`src/rtl/dp_dmi_dr_pkg.sv`:
```
// Shared constants and types for the DMI data register.
package dp_dmi_dr_pkg;

  localparam int DMI_ABITS = 7;
  localparam int DMI_W     = DMI_ABITS + 34;

  localparam logic [1:0] DMI_OP_NOP   = 2'd0;
  localparam logic [1:0] DMI_OP_READ  = 2'd1;
  localparam logic [1:0] DMI_OP_WRITE = 2'd2;

  localparam logic [1:0] DMI_ST_OK   = 2'd0;
  localparam logic [1:0] DMI_ST_FAIL = 2'd2;
  localparam logic [1:0] DMI_ST_BUSY = 2'd3;

  typedef enum logic [1:0] {IDLE, REQ, WAIT, DRAIN} dmi_state_t;

  function automatic logic isReqOp(input logic [1:0] op);
    return (op == DMI_OP_READ) || (op == DMI_OP_WRITE);
  endfunction

endpackage

```
`src/rtl/dp_dmi_dr_shreg.sv`:
```
// W-bit capture/shift register; shifts LSB first and presents bit 0 on sdo.
module dp_dmi_dr_shreg #(
  parameter int W = 41
) (
  input  logic         i_clk,
  input  logic         i_resetn,
  input  logic         i_tdi,
  input  logic         i_capture,
  input  logic         i_shift,
  input  logic         i_clk_dr,
  input  logic [W-1:0] i_cap_data,
  output logic [W-1:0] o_shreg,
  output logic         o_sdo
);

  logic [W-1:0] r_shreg;

  // Capture takes priority when the TAP flags overlap.
  always_ff @(posedge i_clk) begin
    if (!i_resetn) begin
      r_shreg <= '0;
    end else if (i_clk_dr) begin
      if (i_capture) begin
        r_shreg <= i_cap_data;
      end else if (i_shift) begin
        r_shreg <= {i_tdi, r_shreg[W-1:1]};
      end
    end
  end

  assign o_shreg = r_shreg;
  assign o_sdo   = r_shreg[0];

endmodule

```
`src/rtl/dp_dmi_dr.sv`:
```
// DMI data register: turns DR updates into DM bus requests and keeps sticky dmistat.
module dp_dmi_dr
  import dp_dmi_dr_pkg::*;
#(
  parameter int ABITS = DMI_ABITS,
  parameter int W     = ABITS + 34
) (
  input  logic             i_clk,
  input  logic             i_resetn,
  input  logic             i_tdi,
  input  logic             i_capture_dr,
  input  logic             i_shift_dr,
  input  logic             i_clk_dr,
  input  logic             i_update_dr,
  output logic             o_sdo,
  input  logic             i_dmireset,
  input  logic             i_dmihardreset,
  output logic [1:0]       o_dmistat,
  output logic             o_req_valid,
  input  logic             i_req_ready,
  output logic [ABITS-1:0] o_req_addr,
  output logic [31:0]      o_req_data,
  output logic [1:0]       o_req_op,
  input  logic             i_rsp_valid,
  input  logic [31:0]      i_rsp_data,
  input  logic [1:0]       i_rsp_resp
);

  dmi_state_t       r_state, w_next_state;
  logic [1:0]       r_dmistat;
  logic [ABITS-1:0] r_req_addr, r_last_addr;
  logic [31:0]      r_req_data, r_last_data;
  logic [1:0]       r_req_op;

  logic [W-1:0]     w_shreg, w_cap_data;
  logic [ABITS-1:0] w_upd_addr;
  logic [31:0]      w_upd_data;
  logic [1:0]       w_upd_op, w_cap_op;
  logic             w_upd_live, w_accept, w_busy_hit, w_rsp_take;

  assign w_upd_addr = w_shreg[W-1:34];
  assign w_upd_data = w_shreg[33:2];
  assign w_upd_op   = w_shreg[1:0];
  assign w_cap_op   = (r_state != IDLE) ? DMI_ST_BUSY : r_dmistat;
  assign w_cap_data = {r_last_addr, r_last_data, w_cap_op};

  dp_dmi_dr_shreg #(.W(W)) u_shreg (
    .i_clk      (i_clk),
    .i_resetn   (i_resetn),
    .i_tdi      (i_tdi),
    .i_capture  (i_capture_dr),
    .i_shift    (i_shift_dr),
    .i_clk_dr   (i_clk_dr),
    .i_cap_data (w_cap_data),
    .o_shreg    (w_shreg),
    .o_sdo      (o_sdo)
  );

  // A response arriving together with a hardreset is dropped, so WAIT never strands in DRAIN.
  always_comb begin
    w_upd_live   = i_update_dr && (r_dmistat == DMI_ST_OK);
    w_accept     = w_upd_live && (r_state == IDLE) && isReqOp(w_upd_op) && !i_dmihardreset;
    w_busy_hit   = w_upd_live && (r_state != IDLE);
    w_rsp_take   = i_rsp_valid && (r_state == WAIT) && !i_dmihardreset;
    w_next_state = r_state;
    case (r_state)
      IDLE:    if (w_accept) w_next_state = REQ;
      REQ:     if (i_dmihardreset) w_next_state = IDLE;
               else if (i_req_ready) w_next_state = WAIT;
      WAIT:    if (i_rsp_valid) w_next_state = IDLE;
               else if (i_dmihardreset) w_next_state = DRAIN;
      DRAIN:   if (i_rsp_valid) w_next_state = IDLE;
      default: w_next_state = IDLE;
    endcase
  end

  always_ff @(posedge i_clk) begin
    if (!i_resetn) begin
      r_state <= IDLE;
    end else begin
      r_state <= w_next_state;
    end
  end

  always_ff @(posedge i_clk) begin
    if (!i_resetn) begin
      r_dmistat <= DMI_ST_OK;
    end else if (i_dmireset || i_dmihardreset) begin
      r_dmistat <= DMI_ST_OK;
    end else if (w_busy_hit) begin
      r_dmistat <= DMI_ST_BUSY;
    end else if (w_rsp_take && (i_rsp_resp != 2'd0) && (r_dmistat == DMI_ST_OK)) begin
      r_dmistat <= DMI_ST_FAIL;
    end
  end

  always_ff @(posedge i_clk) begin
    if (!i_resetn) begin
      r_req_addr  <= '0;
      r_req_data  <= '0;
      r_req_op    <= DMI_OP_NOP;
      r_last_addr <= '0;
      r_last_data <= '0;
    end else begin
      if (w_accept) begin
        r_req_addr  <= w_upd_addr;
        r_req_data  <= w_upd_data;
        r_req_op    <= w_upd_op;
        r_last_addr <= w_upd_addr;
      end
      if (w_rsp_take && (r_req_op == DMI_OP_READ)) begin
        r_last_data <= i_rsp_data;
      end
    end
  end

  assign o_dmistat   = r_dmistat;
  assign o_req_valid = (r_state == REQ);
  assign o_req_addr  = r_req_addr;
  assign o_req_data  = r_req_data;
  assign o_req_op    = r_req_op;

endmodule

```
`config.mk`:
```
export PLATFORM = sky130hd
export DESIGN_NAME = dp_dmi_dr
export DESIGN_NICKNAME = d
export VERILOG_FILES = /design/src/rtl/dp_dmi_dr_pkg.sv /design/src/rtl/dp_dmi_dr_shreg.sv /design/src/rtl/dp_dmi_dr.sv
export SDC_FILE = /design/constraint.sdc
export NUM_CORES = 1
export LEC_CHECK = 0
export ABC_AREA = 1
export BUFFER_PORTS_ARGS = -buffer_cell sky130_fd_sc_hd__buf_2
export CAP_MARGIN = 20
export CORE_MARGIN = 4
export CORE_UTILIZATION = 45
export CTS_CLUSTER_SIZE = 40
export DETAILED_ROUTE_END_ITERATION = 6
export MAX_ROUTING_LAYER = met4
export PLACE_DENSITY_LB_ADDON = 0.3
export SYNTH_ARGS = -nofsm -noshare
export SYNTH_HDL_FRONTEND = slang
export SYNTH_HIERARCHICAL = 1
export SYNTH_SLANG_ARGS = --single-unit
```
`constraint.sdc`:
```
create_clock -name i_clk -period 1.3 [get_ports i_clk]
set_input_delay 0.195 -clock i_clk [delete_from_list [all_inputs] [get_ports i_clk]]
set_output_delay 0.195 -clock i_clk [all_outputs]
set_load 0.02 [all_outputs]
```
# ---- Word level (Yosys, flattened, before mapping)
# Index checks and enable logic that the tools add are counted.
dict set report op_classes {
  reduce_logical 22
  n_mux 12
  eq_ne 10
  n_shift 0
  n_div 0
  order_cmp 0
  mul 0
  addsub 0
  bitwise 1
}
# operator n
set op_table {}
lappend op_table {{2-to-1 mux 41 bit} 2}
lappend op_table {{2-to-1 mux 2 bit} 9}
lappend op_table {{logical AND 1 bit} 10}
lappend op_table {{one-hot mux 2 bit (4 select lines)} 1}
lappend op_table {{nonzero test 2 bit} 4}
lappend op_table {{== test 2 x 1 -> 1 bit, second input constant} 3}
lappend op_table {{== test 2 bit, second input constant} 3}
lappend op_table {{zero test 2 bit} 2}
lappend op_table {{!= test 2 bit, second input constant} 2}
lappend op_table {{AND reduction 4 bit} 1}
lappend op_table {{!= test 3 x 2 -> 1 bit, second input constant} 1}
lappend op_table {{!= test 3 bit, second input constant} 1}
lappend op_table {{logical OR 1 bit} 2}
lappend op_table {{AND reduction 2 bit} 1}
lappend op_table {{OR reduction 2 bit} 1}
lappend op_table {{zero test 1 bit} 1}
lappend op_table {{NOT 1 bit} 1}
dict set report word_totals {
  latchBits 0
  ram_bits 0
  romBits 0
  memories 0
  regBits 118
  word_cells 52
  out_inout_bits 45
  inputBits 45
}

# ---- Longest topological paths before layout
dict set report depth {
  ltp_word 7
  depth_mapped 8
  mapped_depth_nobuf 8
}

# ---- Cells and area by module
# Netlist, hierarchy kept.
# mod n_inst area_per_inst_um2 seq_area_each_um2 cells_per_inst
set by_module_without_submodules {}
lappend by_module_without_submodules {dp_dmi_dr 1 2916.5 1541.5 368}
lappend by_module_without_submodules {dp_dmi_dr_shreg 1 2075.7 820.8 353}

# ---- Worst setup path before layout
# Ideal clock, no wire load.
dict set report synth_path {
  path_kind {reg2reg}
  start {reg u_shreg.r_shreg[0] (netlist: u_shreg/o_shreg[0])}
  end {reg r_last_addr[5]}
  path_buffers 3
  slack_ns -0.092
  synth_period_minus_slack_ns 1.392
  stages_incl_launch_ff 9
  t_required_ns 1.183
  t_arrival_ns 1.275
  setup_ns 0.117
  path_cell_list {dfxtp_1 > buf_4 > inv_1 > nand2_1 > nand2_1 > buf_2 > buf_2 > a21oi_1 > nor2_1}
}
dict set report synth_between {
  elab_chain_cells 4
  word_cells_on_any_way 5
  classes_between {eq/ne: 2; reduce/logical: 3}
}
# item line
set synth_rtl {}
lappend synth_rtl {{from (decl)} dp_dmi_dr_shreg.sv:16} ;# logic [W-1:0] r_shreg;
lappend synth_rtl {{from (signal assigned)} dp_dmi_dr_shreg.sv:24} ;# r_shreg <= i_cap_data;
lappend synth_rtl {{from (signal assigned)} dp_dmi_dr_shreg.sv:26} ;# r_shreg <= {i_tdi, r_shreg[W-1:1]};
lappend synth_rtl {{== test 2 x 1 -> 1 bit or == test 2 bit (tied branches)} dp_dmi_dr_pkg.sv:18} ;# return (op == DMI_OP_READ) || (op == DMI_OP_WRITE);
lappend synth_rtl {{logical OR 1 bit *} dp_dmi_dr_pkg.sv:18}
lappend synth_rtl {{logical AND 1 bit * (2 in series)} dp_dmi_dr.sv:62} ;# w_accept = w_upd_live && (r_state == IDLE) && isReqOp(w_upd_op) && !i_dmihardreset;
lappend synth_rtl {{to (signal assigned)} dp_dmi_dr.sv:109} ;# r_last_addr <= w_upd_addr;
lappend synth_rtl {{to (decl)} dp_dmi_dr.sv:31} ;# logic [ABITS-1:0] r_req_addr, r_last_addr;
# Mark *: on every way between the ends. The rest lies on a longest branch, timed or not.
# A chain may end at the register's enable or synchronous reset.

# ---- Final worst setup path
dict set report layout_path {
  start {reg r_state[1]}
  end {reg r_req_data[5] (netlist: o_req_data[5])}
}
dict set report layout_between {
  elab_chain_cells 4
}
# item line
set layout_rtl {}
lappend layout_rtl {{from (decl)} dp_dmi_dr.sv:29} ;# dmi_state_t r_state, w_next_state;
lappend layout_rtl {{from (signal assigned)} dp_dmi_dr.sv:81} ;# r_state <= w_next_state;
lappend layout_rtl {{zero test 2 bit} dp_dmi_dr.sv:62}
lappend layout_rtl {{logical AND 1 bit (3 in series)} dp_dmi_dr.sv:62}
lappend layout_rtl {{to (signal assigned)} dp_dmi_dr.sv:107} ;# r_req_data <= w_upd_data;
lappend layout_rtl {{to (decl)} dp_dmi_dr.sv:32} ;# logic [31:0] r_req_data, r_last_data;
# Every way passes these cells.

==> results.tsv <==
stage	metric	value	unit
routing	dr.first_iter.drc_count	367	
floorplan	die-area	12800	um^2
synthesis	synth_enable_flop_cells	0	
synthesis	async_reset_ff_share	0	%
hold_path	hold_class	in2reg	
worst_setup_path	worst_setup_path_end_kind	flip-flop	
floorplan	core_area	10800	um^2
floorplan	die_y	113	um
finish	final_core_util	68.4	%
clocking	cts_root_buffer	clkbuf_8	
synthesis	synth_compound_area_share	19.6	%
routing	routedWlPerCell	14.7	um
run_status	status	finished with violations	
sta	tightest_slew	355	ps
floorplan	io_pins	90	
grt	antenna_found_initial	0	
synthesis	synthAdderAreaFrac	0	%
grt	grt_overflow	0	
sta	final.setup_skew	6.98	ps
synthesis	synth_top_area_share	47.3	%
grt	grt_max_degree	44	
routing	drt-total-wl	14.8	mm
grt	gr-usage-met2	36.6	%
grt	gr-max-usage-layer	met2	
synthesis	syn_area	4990	um^2
place	dp_hpwl	7.70	mm
synthesis	synth_top_family_by_area	simple AND/OR/NAND/NOR gates	
sta	max_freq	701	MHz
synthesis	ys_top_cells_by_area	dfxtp_1 47%, o21ai_0 11%, nand2_1 10%, nor2_1 9.5%, a21oi_1 7.7%	
sta	final.setup.worst_slack	-127	ps
floorplan	floorplan.initialDensity	46.1	%
finish	area_growth	48.6	%
synthesis	synth_top_flop_cell	dfxtp_1	
synthesis	synth.mux.area_fraction	0	%
synthesis	synth_simple_gate_area_share	21.5	%
grt	grt_pass1_vias	4743	
sta	maxSlewHeadroom	76.4	%
synthesis	synth_commonest_cells	138 x nand2_1, 126 x nor2_1, 118 x dfxtp_1	
worst_setup_path	cp.required	1750	ps
synthesis	yosysSeqAreaShare	47.3	%
synthesis	synth.largest_area_cell	dfxtp_1	
finish	antenna_cells	0	
routing	drc_errors	0	
grt	grt_usage	22.1	%
clocking	clkSinkCount	118	
sta	final_hold_viol_count	0	
floorplan	die_x	113	um
synthesis	synth_cell_type_count	25	
sta	rsz0062_at_grt	yes	
clocking	tritoncts	yes	
worst_setup_path	start_kind	flip-flop	
place	portBuffers	89	
power_and_ir_drop	ir_worst_vdd	0.000747	V
place	place_congestion	0.796	
power_and_ir_drop	power_density	1370	nW/um^2
clocking	clockBufferDepth	2	
worst_setup_path	cp_max_fo	5	
routing	vias_per_cell	5.02	
grt	grt_use_met3	5.51	%
routing	first_pass_iters	5	
finish	drive_above_1_share	29.2	%
synthesis	synthCells	721	
run_status	violations	setup timing	
sta	drv_slew	0	
synthesis	syn_area_per_cell	6.92	um^2
grt	grt_pass1_wl	22.1	mm
routing	detail-route-antenna-nets	0	
sta	setup_violations	74	
finish	nets	902	
clocking	clock_latency	520	ps
finish	stdcell_area	7420	um^2
synthesis	yosysMostFrequentCell	nand2_1	
sta	layout_min_cycle_time	1430	ps
grt	grt_use_met1	25.4	%
clocking	cts_buffers	17	
run	maxCapViolCount	0	
sta	fin_crit_sh	110	%
synthesis	synth_xor_area_share	0	%
worst_setup_path	critPathKind	reg2reg	
place	dp.cells	920	
routing	via_count	5072	
synthesis	yosys_warnings	6	
power_and_ir_drop	p_leak	3.24	nW
finish	stdcell_count	1010	
synthesis	synth.ff_latch_count	118	
clocking	htree_levels	4	
worst_setup_path	critPathArrivalTime	1870	ps
clocking	clk_pin_slew	50	ps
synthesis	synth_fp_nets	766	
place	post_dp_cell_area	5650	um^2
floorplan	rows	38	
[cells in the final DEF (no fill, tap or decap), types with 2 or more instances in the layout]
cell	n
inv_4	2
dfxtp_4	2
buf_4	22
clkbuf_8	4
a21oi_4	2
clkinv_2	7
a21oi_1	31
buf_16	4
dfxtp_1	111
nor2_1	125
buf_2	76
inv_1	82
dfxtp_2	5
bufinv_16	2
o21ai_4	2
dlygate4sd3_1	35
a21oi_2	44
nor2_4	2
buf_12	14
o21ai_2	20
clkbuf_16	22
buf_6	8
nand2_4	2
clkbuf_1	2
o21ai_1	38
o21ai_0	54
nand3_2	3
nand2_1	135
nand2_2	2
[worst paths after layout]
| check | depth (start not counted) | slack (ps) | endpoint | from |
|---|---|---|---|---|
| max | 9 | -130 | o_req_data[5]$_SDFFE_PN0P_ | r_state[1]$_SDFFE_PN0P_ |
| min | 4 | 70 | o_dmistat[1]$_SDFFE_PP0P_ | i_dmihardreset |
| max reg2reg | 9 | -130 | o_req_data[5]$_SDFFE_PN0P_ | r_state[1]$_SDFFE_PN0P_ |
| min reg2reg | 2 | 450 | r_last_data[4]$_SDFFE_PN0P_ | r_last_data[4]$_SDFFE_PN0P_ |
[report_power, final]
| group | total (mW) | internal, mW | leakage (nW) | switching (mW) |
|---|---|---|---|---|
| sequential | 3.94 | 3.81 | 0.965 | 0.128 |
| combinational | 1.79 | 0.789 | 2.00 | 0.999 |
| clock | 4.42 | 2.85 | 0.284 | 1.57 |
| total | 10.2 | 7.45 | 3.24 | 2.70 |
[worst max-delay path, stage by stage, from the launching register on]
cell	delay (ps)
dfxtp_2	320
buf_6	120
inv_4	50
nand2_4	50
nor2_4	130
and2_4	220
buf_8	150
clkbuf_16	150
a21oi_1	60
nor2_1	90
[what timing repair did]
item                       4_1_cts  5_1_grt
buffers inserted                 8        5
hold endpoints to repair        34        0
pin swaps                        3       45
resized for setup               82      105
setup endpoints to repair       53       81
hold buffers                    35        0
gates cloned                     6        7
[registers in the layout, summed over array words and instances (netlist names)]
name,flops
u_shreg/o_shreg,41
r_state,2
o_req_data,32
r_last_data,32
r_last_addr,7
o_req_op,2
o_dmistat,2
[logic make-up after synthesis]
group,after synthesis
flip-flops,118
buffers and inverters,135
AO/OA/AOI/OAI,193
AND/OR/NAND/NOR,275
[per-layer routing]
metal	vias to the layer above	wire length, um
met2	170	7260
met3	41	889
met5	-	0
li1	2541	-
met4	0	469
met1	2320	6190
[layout make-up]
cell class                 instances  area, um^2
sequential                       118        2380
timing repair buffer             167        1570
inverter                          85         324
multi-input combinational        468        2400
tap                              140         175
clock buffer                      22         463
fill                             857        3420
clock inverter                    10         103
[stage by stage]
stage | hold WS, ps | TNS [ps] | power, mW | setup slack (ps)
2_1_floorplan | 359 | 0 | 4.83 | 1.55
3_3_place_gp | 430 | -67.3 | 5.20 | -38.1
3_5_place_dp | 435 | -1920 | 5.24 | -91.5
4_1_cts | 40.2 | -4520 | 9.92 | -106
5_1_grt | 76.4 | -8260 | 10.6 | -178
6_report | 74.2 | -3980 | 10.2 | -127
Power figures use the tool's default switching activity.
